===== config.mk =====
export PLATFORM = sky130hd
export DESIGN_NAME = booth_seq_ctrl
export DESIGN_NICKNAME = d
export VERILOG_FILES = /design/src/rtl/booth_pkg.sv /design/src/rtl/booth_seq_ctrl_pp_gen.sv /design/src/rtl/booth_seq_ctrl.sv
export SDC_FILE = /design/constraint.sdc
export NUM_CORES = 1
export LEC_CHECK = 0
export CAP_MARGIN = 20
export CORE_ASPECT_RATIO = 0.8
export CORE_MARGIN = 3
export CORE_UTILIZATION = 55
export CTS_BUF_LIST = sky130_fd_sc_hd__clkbuf_4 sky130_fd_sc_hd__clkbuf_8
export CTS_CLUSTER_DIAMETER = 30
export DETAILED_ROUTE_END_ITERATION = 12
export PLACE_DENSITY_LB_ADDON = 0.12
export SLEW_MARGIN = 20
export SYNTH_ARGS = -nofsm -noshare
export SYNTH_HDL_FRONTEND = slang
export SYNTH_HIERARCHICAL = 1
export SYNTH_SLANG_ARGS = --single-unit
export TNS_END_PERCENT = 30

===== constraint.sdc =====
create_clock -name clk -period 12 [get_ports clk]
set_input_delay 2.4 -clock clk [delete_from_list [all_inputs] [get_ports clk]]
set_output_delay 2.4 -clock clk [all_outputs]
set_load 0.02 [all_outputs]

===== src/rtl/booth_pkg.sv =====
// Shared types and radix-4 Booth digit recoding for the sequential multiplier.
package booth_pkg;

  typedef enum logic [1:0] {
    IDLE = 2'd0,
    CALC = 2'd1,
    DONE = 2'd2
  } state_e;

  // 3-bit windows {A[2i+1], A[2i], A[2i-1]} that select a non-zero digit
  localparam logic [2:0] WIN_P1_LO = 3'b001;
  localparam logic [2:0] WIN_P1_HI = 3'b010;
  localparam logic [2:0] WIN_P2    = 3'b011;
  localparam logic [2:0] WIN_M2    = 3'b100;
  localparam logic [2:0] WIN_M1_LO = 3'b101;
  localparam logic [2:0] WIN_M1_HI = 3'b110;

  function automatic logic signed [2:0] booth_digit(input logic [2:0] win);
    case (win)
      WIN_P1_LO, WIN_P1_HI: return 3'sd1;
      WIN_P2:               return 3'sd2;
      WIN_M2:               return -3'sd2;
      WIN_M1_LO, WIN_M1_HI: return -3'sd1;
      default:              return 3'sd0;
    endcase
  endfunction

endpackage


===== src/rtl/booth_seq_ctrl_pp_gen.sv =====
// Combinational partial-product generator: selects 0/+-B/+-2B for one Booth digit
// and aligns it to bit position 2*idx in the 2W-bit accumulator frame.
module booth_pp_gen
  import booth_pkg::*;
#(
  parameter int W  = 8,
  parameter int IW = 2
) (
  input  logic [2:0]     win_i,
  input  logic [W-1:0]   b_i,
  input  logic [IW-1:0]  idx_i,
  output logic [2*W-1:0] pp_o
);

  logic signed [2:0] dig;
  logic [2*W-1:0]    b_ext;
  logic [2*W-1:0]    mag;

  always_comb begin
    dig   = booth_digit(win_i);
    b_ext = {{W{b_i[W-1]}}, b_i};
    // +-2 is a shift of the sign-extended multiplicand, never a multiply
    case (dig)
      3'sd1:   mag = b_ext;
      3'sd2:   mag = b_ext << 1;
      -3'sd1:  mag = -b_ext;
      -3'sd2:  mag = -(b_ext << 1);
      default: mag = '0;
    endcase
    pp_o = mag << {idx_i, 1'b0};
  end

endmodule


===== src/rtl/booth_seq_ctrl.sv =====
// Sequential signed radix-4 Booth multiplier: accepts an operand pair, retires one
// digit per clock into a 2W-bit accumulator, then holds the product until taken.
module booth_seq_ctrl
  import booth_pkg::*;
#(
  parameter int W = 8
) (
  input  logic           clk,
  input  logic           rst,
  input  logic           in_valid,
  output logic           in_ready,
  input  logic [W-1:0]   in_a,
  input  logic [W-1:0]   in_b,
  output logic           out_valid,
  input  logic           out_ready,
  output logic [2*W-1:0] out_p,
  output logic           busy
);

  localparam int N  = W / 2;
  localparam int IW = (N > 1) ? $clog2(N) : 1;

  state_e         state_q, state_d;
  logic [W-1:0]   a_q, b_q;
  logic [2*W-1:0] acc_q, acc_d;
  logic [IW-1:0]  cnt_q, cnt_d;
  logic [2*W-1:0] pp;
  logic [W:0]     a_ext;
  logic [2:0]     win;
  logic           accept;
  logic           last_digit;

  assign accept     = in_valid && (state_q == IDLE);
  assign last_digit = (cnt_q == IW'(N - 1));
  assign a_ext      = {a_q, 1'b0};
  assign win        = a_ext[{cnt_q, 1'b0} +: 3];

  booth_pp_gen #(
    .W  (W),
    .IW (IW)
  ) u_pp_gen (
    .win_i (win),
    .b_i   (b_q),
    .idx_i (cnt_q),
    .pp_o  (pp)
  );

  always_ff @(posedge clk) begin
    if (rst) state_q <= IDLE;
    else     state_q <= state_d;
  end

  always_comb begin
    state_d = state_q;
    case (state_q)
      IDLE:    if (in_valid) state_d = CALC;
      CALC:    if (last_digit) state_d = DONE;
      DONE:    if (out_ready) state_d = IDLE;
      default: state_d = IDLE;
    endcase
  end

  always_comb begin
    in_ready  = (state_q == IDLE);
    out_valid = (state_q == DONE);
    busy      = (state_q != IDLE);
    out_p     = acc_q;
  end

  always_comb begin
    acc_d = acc_q;
    cnt_d = cnt_q;
    if (accept) begin
      acc_d = '0;
      cnt_d = '0;
    end else if (state_q == CALC) begin
      acc_d = acc_q + pp;
      if (!last_digit) cnt_d = cnt_q + IW'(1);
    end
  end

  // Operands only load on an accepted handshake; acc persists through IDLE
  always_ff @(posedge clk) begin
    if (rst) begin
      a_q   <= '0;
      b_q   <= '0;
      acc_q <= '0;
      cnt_q <= '0;
    end else begin
      acc_q <= acc_d;
      cnt_q <= cnt_d;
      if (accept) begin
        a_q <= in_a;
        b_q <= in_b;
      end
    end
  end

endmodule

==> results.md <==
* Status: finished clean
* Required time at the worst-slack endpoint at about 12 ns
* Critical Path Max Stage Delay at ~0.79 ns
* Antenna Cells at 0
* Synth-to-Final Area Change at 14.40%
* Synthesized flop and latch total at 36
* Mux share of post-synthesis cell area at slightly above 6%
* Routability-driven placement congestion ratio at 0.9711
* TritonCTS sink count at 36
* Setup_tns at 0 ns
* Pre-CTS setup slack at 7.350 ns
* Clock slew seen by the registers of the worst setup and hold paths at about 0.10 ns
* Proportion of synthesized flip-flops having asynchronous set or reset at 0%
* Pins over their slew limit at 0
* Detailed-route wire length at 8076 µm
* Vias at between 3000 and 4000
* Pin count of the biggest net entering global routing at 24
* Antenna Violating Nets Remaining at 0
* Part of the cycle the worst path needs at 39.03%
* Die H at 73.64 µm
* Net count of the mapped netlist at about 450
* Final setup skew at approximately 0.014 ns
* Worst supply voltage drop on vdd at around 77 µV
* Finished Layout Cells at just over 500
* Number of enable flip-flop cells after synthesis at 0
* Final critical path time including I/O delays and setup at 4.683 ns
* Post-synthesis instance area at about 3100 µm²
* Largest family of logic cells by synthesized area: compound AO/OA/AOI/OAI gates
* HPWL Detailed at between 5000 and 6000 µm
* Maximum capacitance violations at 0
* Initial core utilization at 59.73%
* Final Hold Violating Endpoints at 0
* Overall track demand over capacity in global routing at 25.16%
* Cell count after synthesis at between 400 and 500
* Horizontal die dimension at ~91 µm
* Clk root buf: sky130_fd_sc_hd__clkbuf_8
* Total setup violations reported at the end of the flow at 0
* M1 GR Usage at 34.75%
* Post-CTS Repair Setup Buffers at 0
* CTS Hold Buffers Added at 0
* Share of the synthesized netlist area taken by xor and xnor gates at around 3.3%
* Number of detailed-routing iterations run before antenna repair at 5
* Number of antenna violations at the first check in global routing at 0
* GRT met3 Usage at 5.322%
* Setup repair after global routing missed its margin: no
* Worst slew margin relative to its limit at a little under two fifths
* Classification of the worst-slack hold path: flip-flop to flip-flop
* Met2 track demand over resource in global routing at 39.44%
* Vias per std cell at 6.320
* Nature of the critical path endpoint: flip-flop
* Die Outline Area at roughly 6700 µm²
* First-pass GRT wire length at around 14000 µm
* Routed length per instance at approximately 16 µm
* CTS buffer count at 5
* CTS Buffer Depth at 2
* Std-Cell Core Area at between 5000 and 6000 µm²
* Post-route core utilization at approximately 70%
* H-tree levels at 2
* FP Rows at 23
* GRT Residual Overflow at 0
* Cells traversed along the worst timing path: mux4_2 > xor2_1 > o211ai_1 > a31oi_1 > a311oi_1 > a211oi_1 > ha_1 > a21oi_1 > o21ai_0 > a31oi_1 > a21oi_1 > xnor2_1 > o31ai_2
* Power density over the cells at around 100 nW/µm²
* Simple-gate share of the synthesized area at around a quarter
* Slowest cell on crit path: sky130_fd_sc_hd__mux4_2
* Reported leakage power at 1.396 nW
* Transition at the pin with the smallest max-transition slack at 0.9279 ns
* Placed Cells at roughly 500
* # port buffers at 38
* Type of element launching the critical path: flip-flop
* Cell area after placement at 3483 µm²
* Share of layout cells above drive strength 1 at 7.604%
* Distinct cell type count after synthesis at 70
* Cell area after layout at between 3000 and 4000 µm²
* Ports at 39
* Complex-gate fraction of the synthesized area at 29.99%
* Highest achievable clock rate at 213.5 MHz
* Drt drc at 0
* Initial drt markers at approximately 330
* Net count reported at finish at around 470
* Layer with the highest usage after global routing: met2
* Post-route setup slack at 7.317 ns
* TritonCTS clock tree: built
* Vias in the first global route at roughly 3000
* Post-cts resize count at 0
* Clock latency reported for the late side of the worst-skew pair at around 0.31 ns
* Data arrival time of the critical path at approximately 5 ns
* Area share of fa/ha/maj cells after synthesis at a little under 8%
* Mean Syn Cell Area at 7.635 µm²
* Largest fanout on the critical path at 18
* Yosys warnings at 6
* CP Class: flip-flop to flip-flop
* Primary flip-flop cell chosen by synthesis mapping: sky130_fd_sc_hd__dfxtp_1
* Sequential area share after synthesis at between 20% and 30%
## cell families (layout without fill, tap and decap cells)
kind of cell             after synthesis  after routing
adder cells (fa/ha/maj)               19             19
buffers and inverters                 40             62
XOR/XNOR                              12             12
AND/OR/NAND/NOR                      151            151
AO/OA/AOI/OAI                        140            140
multiplexers                          14             14
flip-flops                            36             36
## state kept, by name, indices dropped and copies added, names as in the netlist
signal	flops
out_p	16
state_q	2
b_q	8
cnt_q	2
a_q	8
## per-layer routing
metal	wire [µm]	vias to the layer above	part of all wire, %
li1	-	1582	-
met1	3778	1458	47
met2	3482	156	43
met3	683	21	8.5
met4	132	0	1.6
met5	0	-	0
## where the power goes
part | internal [mW] | switching (mW)
Combinational | 0.0442 | 0.0633
Clock | 0.0627 | 0.0554
Sequential | 0.125 | 0.00762
Total | 0.232 | 0.126
## layout by cell type (no fill, tap or decap), types with 5 or more instances in the layout
cell and n:
sky130_fd_sc_hd__o21ai_0 15, sky130_fd_sc_hd__a21oi_1 49, sky130_fd_sc_hd__ha_1 18, sky130_fd_sc_hd__dfxtp_1 36
sky130_fd_sc_hd__a211oi_1 10, sky130_fd_sc_hd__nor3_1 5, sky130_fd_sc_hd__mux2i_1 6, sky130_fd_sc_hd__clkbuf_8 5
sky130_fd_sc_hd__nand3_1 5, sky130_fd_sc_hd__xnor2_1 9, sky130_fd_sc_hd__a21o_1 6, sky130_fd_sc_hd__inv_1 13
sky130_fd_sc_hd__nand4_1 7, sky130_fd_sc_hd__o211ai_1 9, sky130_fd_sc_hd__nor2_1 19, sky130_fd_sc_hd__and4_1 5
sky130_fd_sc_hd__clkdlybuf4s50_1 38, sky130_fd_sc_hd__a31oi_1 7, sky130_fd_sc_hd__nand2_1 77, sky130_fd_sc_hd__nor2b_1 6
## area by class of cell
| cell class | instances | area [µm²] |
|---|---|---|
| multi-input cells | 336 | 2221 |
| fillers | 448 | 1668 |
| flip-flops and latches | 36 | 720.7 |
| repair buffers | 40 | 395.4 |
| well taps | 75 | 93.84 |
| clock buffers | 5 | 68.82 |
| inverters | 14 | 52.55 |
| clock inverters | 3 | 46.29 |
## cells in the mapped netlist, types with 3 or more instances
cell / count / area share, %
sky130_fd_sc_hd__a211o_1: 3 / 0.84
sky130_fd_sc_hd__a211oi_1: 10 / 2.4
sky130_fd_sc_hd__a21o_1: 6 / 1.4
sky130_fd_sc_hd__a21oi_1: 49 / 7.8
sky130_fd_sc_hd__a221o_1: 3 / 0.95
sky130_fd_sc_hd__a221oi_1: 3 / 0.84
sky130_fd_sc_hd__a311o_1: 3 / 0.95
sky130_fd_sc_hd__a31oi_1: 7 / 1.4
sky130_fd_sc_hd__and3_1: 3 / 0.60
sky130_fd_sc_hd__and4_1: 5 / 1.4
sky130_fd_sc_hd__buf_2: 8 / 1.3
sky130_fd_sc_hd__buf_6: 3 / 1.1
sky130_fd_sc_hd__clkbuf_1: 11 / 1.3
sky130_fd_sc_hd__dfxtp_1: 36 / 23
sky130_fd_sc_hd__ha_1: 18 / 7.2
sky130_fd_sc_hd__inv_1: 13 / 1.6
sky130_fd_sc_hd__mux2_2: 4 / 1.4
sky130_fd_sc_hd__mux2i_1: 6 / 1.9
sky130_fd_sc_hd__mux4_2: 4 / 2.9
sky130_fd_sc_hd__nand2_1: 77 / 9.2
sky130_fd_sc_hd__nand2b_1: 3 / 0.60
sky130_fd_sc_hd__nand3_1: 5 / 0.80
sky130_fd_sc_hd__nand4_1: 7 / 1.4
sky130_fd_sc_hd__nor2_1: 19 / 2.3
sky130_fd_sc_hd__nor2b_1: 6 / 1.2
sky130_fd_sc_hd__nor3_1: 5 / 0.80
sky130_fd_sc_hd__nor4_1: 4 / 0.80
sky130_fd_sc_hd__o211ai_1: 9 / 2.1
sky130_fd_sc_hd__o21a_1: 3 / 0.72
sky130_fd_sc_hd__o21ai_0: 16 / 2.5
sky130_fd_sc_hd__o21ai_2: 3 / 0.84
sky130_fd_sc_hd__or3_1: 3 / 0.60
sky130_fd_sc_hd__xnor2_1: 9 / 2.5
sky130_fd_sc_hd__xor2_1: 3 / 0.84
## through the flow
stage | hold slack (ns) | total power [mW]
floorplan | 0.4330 | 0.2151
global placement | 0.4447 | 0.2383
detailed placement | 0.4486 | 0.2403
CTS | 0.4604 | 0.3576
global route | 0.4834 | 0.3746
finish | 0.4605 | 0.3581
## path summary, 6_finish.rpt
path	startpoint	end	slack (ns)	depth (start not counted)
min reg2reg	a_q[6]$_SDFFE_PP0P_	a_q[6]$_SDFFE_PP0P_	0.46	2
max	cnt_q[0]$_SDFFE_PP0P_	out_p[13]$_SDFFE_PP0N_	7.32	13
max reg2reg	cnt_q[0]$_SDFFE_PP0P_	out_p[13]$_SDFFE_PP0N_	7.32	13
min	a_q[6]$_SDFFE_PP0P_	a_q[6]$_SDFFE_PP0P_	0.46	2
## worst max-delay path, delay by kind of cell, from the launching register on
kind / cells / cell delay, ns
mux: 1 / 0.79
flops: 1 / 0.78
fa+ha+maj: 1 / 0.38
xor+xnor: 2 / 0.70
compound gates: 9 / 1.95
Note: power is estimated with default switching activity, not from simulation.
